===== src/rtl/mc_ctrl_fsm_pkg.sv =====
// rtl/mc_ctrl_fsm_pkg.sv - shared encodings for the multicycle main controller
// Purpose: state codes, ALU/EXT/NPC/select encodings, MIPS-subset op/funct
//          values and the instruction class enum used by controller and decoder.
// Ports: none (package).
package mc_ctrl_fsm_pkg;

  // FSM state codes
  localparam logic [3:0] S_FETCH   = 4'd0;
  localparam logic [3:0] S_DECODE  = 4'd1;
  localparam logic [3:0] S_EXE_R   = 4'd2;
  localparam logic [3:0] S_EXE_I   = 4'd3;
  localparam logic [3:0] S_ALU_WB  = 4'd4;
  localparam logic [3:0] S_MEM_ADR = 4'd5;
  localparam logic [3:0] S_MEM_RD  = 4'd6;
  localparam logic [3:0] S_MEM_WB  = 4'd7;
  localparam logic [3:0] S_MEM_WR  = 4'd8;
  localparam logic [3:0] S_BRANCH  = 4'd9;
  localparam logic [3:0] S_JUMP    = 4'd10;
  localparam logic [3:0] S_HALT    = 4'd11;

  // ALU operation codes
  localparam logic [3:0] ALU_NOP = 4'd0;
  localparam logic [3:0] ALU_ADD = 4'd1;
  localparam logic [3:0] ALU_SUB = 4'd2;
  localparam logic [3:0] ALU_AND = 4'd3;
  localparam logic [3:0] ALU_OR  = 4'd4;
  localparam logic [3:0] ALU_SLT = 4'd5;
  localparam logic [3:0] ALU_SLL = 4'd6;
  localparam logic [3:0] ALU_SRL = 4'd7;

  // Immediate extender modes
  localparam logic [1:0] EXT_ZERO    = 2'd0;
  localparam logic [1:0] EXT_SIGNED  = 2'd1;
  localparam logic [1:0] EXT_HIGHPOS = 2'd2;

  // Next-PC selects
  localparam logic [1:0] NPC_PC4    = 2'd0;
  localparam logic [1:0] NPC_BRANCH = 2'd1;
  localparam logic [1:0] NPC_JUMP   = 2'd2;
  localparam logic [1:0] NPC_JR     = 2'd3;

  // Destination register and write-data selects
  localparam logic [1:0] GPR_RD  = 2'd0;
  localparam logic [1:0] GPR_RT  = 2'd1;
  localparam logic [1:0] GPR_RA  = 2'd2;
  localparam logic [1:0] WD_ALU  = 2'd0;
  localparam logic [1:0] WD_DM   = 2'd1;
  localparam logic [1:0] WD_PC4  = 2'd2;

  // Opcodes
  localparam logic [5:0] OP_RTYPE = 6'h00;
  localparam logic [5:0] OP_J     = 6'h02;
  localparam logic [5:0] OP_JAL   = 6'h03;
  localparam logic [5:0] OP_BEQ   = 6'h04;
  localparam logic [5:0] OP_BNE   = 6'h05;
  localparam logic [5:0] OP_ADDI  = 6'h08;
  localparam logic [5:0] OP_ADDIU = 6'h09;
  localparam logic [5:0] OP_ANDI  = 6'h0c;
  localparam logic [5:0] OP_ORI   = 6'h0d;
  localparam logic [5:0] OP_LUI   = 6'h0f;
  localparam logic [5:0] OP_LW    = 6'h23;
  localparam logic [5:0] OP_SW    = 6'h2b;

  // R-type function codes
  localparam logic [5:0] F_SLL  = 6'h00;
  localparam logic [5:0] F_SRL  = 6'h02;
  localparam logic [5:0] F_JR   = 6'h08;
  localparam logic [5:0] F_ADDU = 6'h21;
  localparam logic [5:0] F_SUBU = 6'h23;
  localparam logic [5:0] F_AND  = 6'h24;
  localparam logic [5:0] F_OR   = 6'h25;
  localparam logic [5:0] F_SLT  = 6'h2a;

  typedef enum logic [3:0] {
    CLS_R_ALU,
    CLS_I_ALU,
    CLS_LW,
    CLS_SW,
    CLS_BEQ,
    CLS_BNE,
    CLS_J,
    CLS_JAL,
    CLS_JR,
    CLS_ILL
  } instr_cls_e;

endpackage


===== src/rtl/mc_ctrl_decode.sv =====
// rtl/mc_ctrl_decode.sv - combinational op/funct decoder for the main controller
// Purpose: classify an instruction and derive its ALU operation and extender mode.
// Ports:
//   op_i      in  6  opcode IR[31:26]
//   funct_i   in  6  function field IR[5:0]
//   cls_o     out    instruction class
//   alu_op_o  out 4  ALU operation for the execute/branch step
//   ext_op_o  out 2  immediate extender mode
//   illegal_o out 1  op/funct not in the supported subset
module mc_ctrl_decode
  import mc_ctrl_fsm_pkg::*;
(
  input  logic [5:0] op_i,
  input  logic [5:0] funct_i,
  output instr_cls_e cls_o,
  output logic [3:0] alu_op_o,
  output logic [1:0] ext_op_o,
  output logic       illegal_o
);

  always_comb begin
    cls_o    = CLS_ILL;
    alu_op_o = ALU_NOP;
    ext_op_o = EXT_ZERO;
    case (op_i)
      OP_RTYPE: begin
        case (funct_i)
          F_ADDU: begin cls_o = CLS_R_ALU; alu_op_o = ALU_ADD; end
          F_SUBU: begin cls_o = CLS_R_ALU; alu_op_o = ALU_SUB; end
          F_AND:  begin cls_o = CLS_R_ALU; alu_op_o = ALU_AND; end
          F_OR:   begin cls_o = CLS_R_ALU; alu_op_o = ALU_OR;  end
          F_SLT:  begin cls_o = CLS_R_ALU; alu_op_o = ALU_SLT; end
          F_SLL:  begin cls_o = CLS_R_ALU; alu_op_o = ALU_SLL; end
          F_SRL:  begin cls_o = CLS_R_ALU; alu_op_o = ALU_SRL; end
          F_JR:   cls_o = CLS_JR;
          default: cls_o = CLS_ILL;
        endcase
      end
      OP_J:     cls_o = CLS_J;
      OP_JAL:   cls_o = CLS_JAL;
      OP_BEQ:   begin cls_o = CLS_BEQ;   alu_op_o = ALU_SUB; ext_op_o = EXT_SIGNED; end
      OP_BNE:   begin cls_o = CLS_BNE;   alu_op_o = ALU_SUB; ext_op_o = EXT_SIGNED; end
      OP_ADDI:  begin cls_o = CLS_I_ALU; alu_op_o = ALU_ADD; ext_op_o = EXT_SIGNED; end
      OP_ADDIU: begin cls_o = CLS_I_ALU; alu_op_o = ALU_ADD; ext_op_o = EXT_SIGNED; end
      OP_ANDI:  begin cls_o = CLS_I_ALU; alu_op_o = ALU_AND; ext_op_o = EXT_ZERO;   end
      OP_ORI:   begin cls_o = CLS_I_ALU; alu_op_o = ALU_OR;  ext_op_o = EXT_ZERO;   end
      // rs is $0 for lui, so an add passes the shifted immediate straight through
      OP_LUI:   begin cls_o = CLS_I_ALU; alu_op_o = ALU_ADD; ext_op_o = EXT_HIGHPOS; end
      OP_LW:    begin cls_o = CLS_LW;    alu_op_o = ALU_ADD; ext_op_o = EXT_SIGNED; end
      OP_SW:    begin cls_o = CLS_SW;    alu_op_o = ALU_ADD; ext_op_o = EXT_SIGNED; end
      default:  cls_o = CLS_ILL;
    endcase
  end

  assign illegal_o = (cls_o == CLS_ILL);

endmodule


===== src/rtl/mc_ctrl_fsm.sv =====
// rtl/mc_ctrl_fsm.sv - multicycle main controller for the MIPS-subset datapath
// Purpose: sequences FETCH/DECODE/EXECUTE/MEMORY/WRITEBACK (3-5 cycles per
//          instruction) and drives every datapath select and write enable.
// Ports:
//   clk     in  1  rising-edge clock
//   rst     in  1  synchronous active-high reset
//   op      in  6  IR[31:26]
//   funct   in  6  IR[5:0]
//   zero    in  1  ALU zero flag, used in S_BRANCH
//   PCWr    out 1  PC write enable
//   IRWr    out 1  IR write enable
//   RFWr    out 1  register file write enable
//   DMWr    out 1  data memory write enable
//   EXTOp   out 2  immediate extender mode
//   ALUOp   out 4  ALU operation
//   ALUSrcB out 1  0 rt data, 1 Imm32
//   GPRSel  out 2  destination: 0 rd, 1 rt, 2 $31
//   WDSel   out 2  RF write data: 0 ALU, 1 DM, 2 PC+4
//   NPCOp   out 2  0 PC+4, 1 branch, 2 jump, 3 jr
//   illegal out 1  high while halted on an unsupported instruction
module mc_ctrl_fsm
  import mc_ctrl_fsm_pkg::*;
#(
  parameter logic ILLEGAL_TRAP = 1'b1
) (
  input  logic       clk,
  input  logic       rst,
  input  logic [5:0] op,
  input  logic [5:0] funct,
  input  logic       zero,
  output logic       PCWr,
  output logic       IRWr,
  output logic       RFWr,
  output logic       DMWr,
  output logic [1:0] EXTOp,
  output logic [3:0] ALUOp,
  output logic       ALUSrcB,
  output logic [1:0] GPRSel,
  output logic [1:0] WDSel,
  output logic [1:0] NPCOp,
  output logic       illegal
);

  logic [3:0] state_q, state_d;
  logic [5:0] op_q, funct_q;
  logic [5:0] dec_op, dec_funct;

  instr_cls_e dec_cls;
  logic [3:0] dec_alu;
  logic [1:0] dec_ext;
  logic       dec_illegal;

  // IR was written at the end of FETCH, so during DECODE the live fields are
  // already the current instruction; afterwards the latched copy is used.
  assign dec_op    = (state_q == S_DECODE) ? op    : op_q;
  assign dec_funct = (state_q == S_DECODE) ? funct : funct_q;

  mc_ctrl_decode u_decode (
    .op_i      (dec_op),
    .funct_i   (dec_funct),
    .cls_o     (dec_cls),
    .alu_op_o  (dec_alu),
    .ext_op_o  (dec_ext),
    .illegal_o (dec_illegal)
  );

  always_ff @(posedge clk) begin
    if (rst) begin
      state_q <= S_FETCH;
      op_q    <= 6'd0;
      funct_q <= 6'd0;
    end else begin
      state_q <= state_d;
      if (state_q == S_DECODE) begin
        op_q    <= op;
        funct_q <= funct;
      end
    end
  end

  always_comb begin
    state_d = state_q;
    case (state_q)
      S_FETCH:  state_d = S_DECODE;
      S_DECODE: begin
        if (dec_illegal) begin
          state_d = ILLEGAL_TRAP ? S_HALT : S_FETCH;
        end else begin
          case (dec_cls)
            CLS_J, CLS_JAL, CLS_JR: state_d = S_JUMP;
            CLS_BEQ, CLS_BNE:       state_d = S_BRANCH;
            CLS_LW, CLS_SW:         state_d = S_MEM_ADR;
            CLS_R_ALU:              state_d = S_EXE_R;
            CLS_I_ALU:              state_d = S_EXE_I;
            default:                state_d = S_FETCH;
          endcase
        end
      end
      S_EXE_R:   state_d = S_ALU_WB;
      S_EXE_I:   state_d = S_ALU_WB;
      S_ALU_WB:  state_d = S_FETCH;
      S_MEM_ADR: state_d = (dec_cls == CLS_LW) ? S_MEM_RD : S_MEM_WR;
      S_MEM_RD:  state_d = S_MEM_WB;
      S_MEM_WB:  state_d = S_FETCH;
      S_MEM_WR:  state_d = S_FETCH;
      S_BRANCH:  state_d = S_FETCH;
      S_JUMP:    state_d = S_FETCH;
      S_HALT:    state_d = S_HALT;
      default:   state_d = S_FETCH;
    endcase
  end

  // Outputs are forced to their idle values while rst is high so that no
  // write enable escapes during the reset cycle itself.
  always_comb begin
    PCWr    = 1'b0;
    IRWr    = 1'b0;
    RFWr    = 1'b0;
    DMWr    = 1'b0;
    EXTOp   = EXT_ZERO;
    ALUOp   = ALU_NOP;
    ALUSrcB = 1'b0;
    GPRSel  = GPR_RD;
    WDSel   = WD_ALU;
    NPCOp   = NPC_PC4;
    illegal = 1'b0;
    if (!rst) begin
      // Extender mode follows the instruction from DECODE to its last state
      if (state_q != S_FETCH && state_q != S_HALT) begin
        EXTOp = dec_ext;
      end
      case (state_q)
        S_FETCH: begin
          IRWr  = 1'b1;
          PCWr  = 1'b1;
          NPCOp = NPC_PC4;
        end
        S_EXE_R: begin
          ALUSrcB = 1'b0;
          ALUOp   = dec_alu;
        end
        S_EXE_I: begin
          ALUSrcB = 1'b1;
          ALUOp   = dec_alu;
        end
        S_ALU_WB: begin
          RFWr   = 1'b1;
          WDSel  = WD_ALU;
          GPRSel = (dec_cls == CLS_R_ALU) ? GPR_RD : GPR_RT;
        end
        S_MEM_ADR: begin
          ALUSrcB = 1'b1;
          ALUOp   = ALU_ADD;
        end
        S_MEM_WB: begin
          RFWr   = 1'b1;
          GPRSel = GPR_RT;
          WDSel  = WD_DM;
        end
        S_MEM_WR: DMWr = 1'b1;
        S_BRANCH: begin
          ALUOp = ALU_SUB;
          NPCOp = NPC_BRANCH;
          PCWr  = (dec_cls == CLS_BEQ) ? zero : ~zero;
        end
        S_JUMP: begin
          PCWr  = 1'b1;
          NPCOp = (dec_cls == CLS_JR) ? NPC_JR : NPC_JUMP;
          if (dec_cls == CLS_JAL) begin
            RFWr   = 1'b1;
            GPRSel = GPR_RA;
            WDSel  = WD_PC4;
          end
        end
        S_HALT: illegal = 1'b1;
        default: ;
      endcase
    end
  end

endmodule

===== config.mk =====
export PLATFORM = sky130hd
export DESIGN_NAME = mc_ctrl_fsm
export DESIGN_NICKNAME = d
export VERILOG_FILES = /design/src/rtl/mc_ctrl_fsm_pkg.sv /design/src/rtl/mc_ctrl_decode.sv /design/src/rtl/mc_ctrl_fsm.sv
export SDC_FILE = /design/constraint.sdc
export NUM_CORES = 1
export LEC_CHECK = 0
export BUFFER_PORTS_ARGS = -buffer_cell sky130_fd_sc_hd__buf_2
export CAP_MARGIN = 10
export CORE_ASPECT_RATIO = 1.4
export CORE_MARGIN = 2
export CORE_UTILIZATION = 55
export DETAILED_ROUTE_END_ITERATION = 8
export PLACE_DENSITY_LB_ADDON = 0.15
export SLEW_MARGIN = 30
export SYNTH_ARGS = -nofsm -noshare
export SYNTH_HDL_FRONTEND = slang
export SYNTH_SLANG_ARGS = --single-unit

===== constraint.sdc =====
create_clock -name clk -period 3.25 [get_ports clk]
set_input_delay 0.65 -clock clk [delete_from_list [all_inputs] [get_ports clk]]
set_output_delay 0.65 -clock clk [all_outputs]
set_load 0.02 [all_outputs]

==> results <==
- The number of synthesized flops with an enable pin is 0.
- TritonCTS built the clock tree.
- The first global-routing pass estimated 8420 µm of wire.
- The area growth from synthesis to layout is 20.6%.
- CTS built an H-tree with a depth of 1.
- The antenna diode count is 0.
- The first detailed-routing pass took 4 iterations.
- Dividing the detail-routed wire length by the instance count gives 15.7 µm.
- The cell row count is 25.
- Static timing analysis puts the maximum clock frequency at 312 MHz.
- The count of endpoints failing hold in the final timing report is 0.
- The cell taking the most area after synthesis is dfxtp_1.
- After synthesis, the share of cell area in mux cells is 7.94%.
- Counting every net in the synthesized netlist gives 295.
- In this run the biggest area consumer among cell types represents 16.5% of the synthesized area.
- The data arrival time of the worst path is 2.56 ns.
- The die is 74.2 µm tall.
- Setup repair after global routing could not meet its margin everywhere.
- The period utilization is 98.7%.
- The cell sitting at the root of the clock tree is a clkbuf_8.
- The number of synthesis warnings is 0.
- The total DRC errors in the routed layout is 0.
- Synthesis inferred 16 register bits.
- From left edge to right edge, the die measures 54.2 µm.
- The routed via count is 2203.
- STA classifies the critical path startpoint as an input pin.
- The overall die area is 0.00402 mm².
- After synthesis, flip-flops and latches occupy 16.5% of the total area.
- The tightest hold margin is 0.537 ns.
- The largest vdd supply drop is 0.685 mV.
- Buffers placed on the I/O ports in this run total 31.
- After Yosys synthesis, and, or, nand and nor cells account for 35.5% of the synthesized area.
- The number of global-route vias before repair came to 1930.
- The number of failing setup endpoints in the final timing report is 0.
- The initial cell density of the core is 57.4%.
- The core region is 0.00338 mm².
- The post-synthesis cell area is 0.00194 mm².
- Of the cells placed in the final design, the portion with a size suffix greater than 1 is 25.6%.
- The total congestion overflow is 0.
- The clock net sink count is 16.
- The post-route clock skew is 0.00289 ns.
- The final wirelength is 5530 µm.
- The number of antenna violations at the first check in global routing is 0.
- The unique cell type count in the Yosys netlist is 60.
- The layout has 319 filler cells.
- For the worst setup path, the data required time is 2.60 ns.
- The detailed-route vias per instance is 6.24.
- The most frequent cell after synthesis is nand2_1.
- The flow ran to the end, and the final reports show no timing, DRC or antenna violations.
- The synthesized netlist devotes 0.646% of its cell area to adder and majority cells.
- In this run the mean area of a mapped cell was 6.95 µm².
- By area the synthesized netlist is led by dfxtp_1 (17%), nand2_1 (7.0%), nor2_1 (6.4%).
- The worst setup path is of the input pin to output port kind.
- The type of destination of the critical path is an output port.
- The post-route antenna net violation count is 0.
- Counting I/O delays and the setup requirement, the final critical path takes 3.21 ns.
- The power density over the cells is 943 mW/mm².
- The number of design-rule violations left by the first detailed-router iteration is 80.
- Among all flip-flop cells after synthesis, the most frequent one is dfxtp_1.
- In this run the count of I/O pins placed on the die edge is 33.
- The parity-gate share of the synthesized area counting xor and xnor cells is 4.52%.
- The largest net degree at the start of global routing is 30.
- Summing the areas of all compound-gate instances in the mapped netlist gives 26.7% of the synthesized area.
- The congestion estimate from routability-driven global placement came to 0.926.
- The classification of the worst-slack hold path is register to register.
- Buffers inserted during clock tree synthesis total 3.
- The final HPWL from detailed placement is 4220 µm.
- The total chip power is 2.21 mW.
- Clock latency on the worst-skew pair, taken at its later pin, is 0.25 ns.
- The tool flagged a number of max-cap violations equal to 0.
- The dominant combinational cell family by area after synthesis is simple AND/OR/NAND/NOR gates.
- Of all nets on the critical path, the largest fanout is 4.
- The cell count after synthesis came out at 279.
- The analysis attributes to cell leakage a power of 0.948 nW.
- The clock transition at the registers of the reported paths is 0.07 ns.
- Counting flops with an async set or reset pin after synthesis yields a share of 0%.
- The net count reported at finish is 330.
- The total count of max-transition violations in the final report came to 0.
- In the synthesized netlist, the cells that appear most often are nand2_1 (36), nor2_1 (33), a21oi_1 (20).
- In this run the deepest clock path goes through 2 buffers.
- Global routing used 28.1% of the available tracks across all layers.
flip-flops by register name, summed over array words and instances (netlist names):
| register | flops |
|---|---|
| state_q | 4 |
| op_q | 6 |
| funct_q | 6 |
logic make-up (layout without fill, tap and decap cells):
kind of cell,Yosys count,in the layout
AOI/OAI and AO/OA,72,72
buffers and inverters,33,67
muxes,14,14
and+or+nand+nor,132,132
xor gates and xnor gates,10,10
other,1,1
DFF,16,16
adders and majority gates,1,1
worst paths after layout:
kind	from	endpoint	slack, ns	cells after the start
max	op[3]	RFWr	0.04	8
min	funct_q[1]	funct_q[1]	0.54	2
max reg2reg	state_q[1]	state_q[1]	0.53	9
min reg2reg	funct_q[1]	funct_q[1]	0.54	2
per-layer routing:
metal | routed length, µm | up-vias | track usage (%)
met5 | 0 | - | 0
met4 | 163 | 0 | 14.2
met3 | 234 | 16 | 3.61
met2 | 2860 | 67 | 48.3
met1 | 2270 | 1040 | 33.0
li1 | - | 1080 | -
repair_timing:
action | 4_1_cts | 5_1_grt
hold buffers | 0 | 0
gates resized for setup | 5 | 7
cloned | 0 | 0
pin swaps | 2 | 4
endpoints found under the setup margin | 3 | 5
setup buffers | 0 | 1
cells in the final DEF, fill, tap and decap left out, types with 5 or more instances in the layout:
cell type,n
nor2_1,33
a21oi_1,19
nand3_1,8
dfxtp_1,15
o211ai_1,5
nand2b_1,9
nand2_1,36
buf_4,28
nor3_1,11
buf_2,26
or3_1,5
o21ai_0,9
inv_1,6
a31oi_1,7
mux2i_1,11
xnor2_1,6
through the flow:
| step | cells | setup slack, ns | utilization, % | TNS, ns | cell area, µm² |
|---|---|---|---|---|---|
| detailed placement | 348 | -0.0224 | 65.9 | -0.0408 | 2220 |
| floorplan | 279 | -0.0486 | - | -0.0972 | 1940 |
| global placement | 348 | -0.00378 | 65.9 | -0.00386 | 2220 |
| CTS | 352 | 0.0166 | 68.3 | 0 | 2310 |
| finish | 353 | 0.0422 | 69.2 | 0 | 2340 |
| global route | 353 | -0.0446 | 69.2 | -0.0469 | 2340 |
final cells by class:
type                            count  area (µm²)  area share, %
Timing Repair Buffer               57         392           16.8
Clock buffer                        4        55.1           2.36
Tap cell                           40        50.0           2.14
Sequential cell                    16         322           13.8
Multi-Input combinational cell    230        1500           64.0
Inverter                            6        22.5          0.964
where the power goes:
part	internal, mW	leakage, nW	switching (mW)
Combinational	0.740	0.788	0.917
Clock	0.108	0.0288	0.0743
Sequential	0.260	0.131	0.106
Total	1.11	0.948	1.10
worst max-delay path, cell delays in order:
cell,delay (ns)
buf_2,0.11
or3_4,0.36
or4_4,0.43
mux2_4,0.30
a31oi_4,0.19
a2111oi_4,0.12
o32ai_2,0.21
buf_4,0.18
Power figures use the tool's default switching activity.
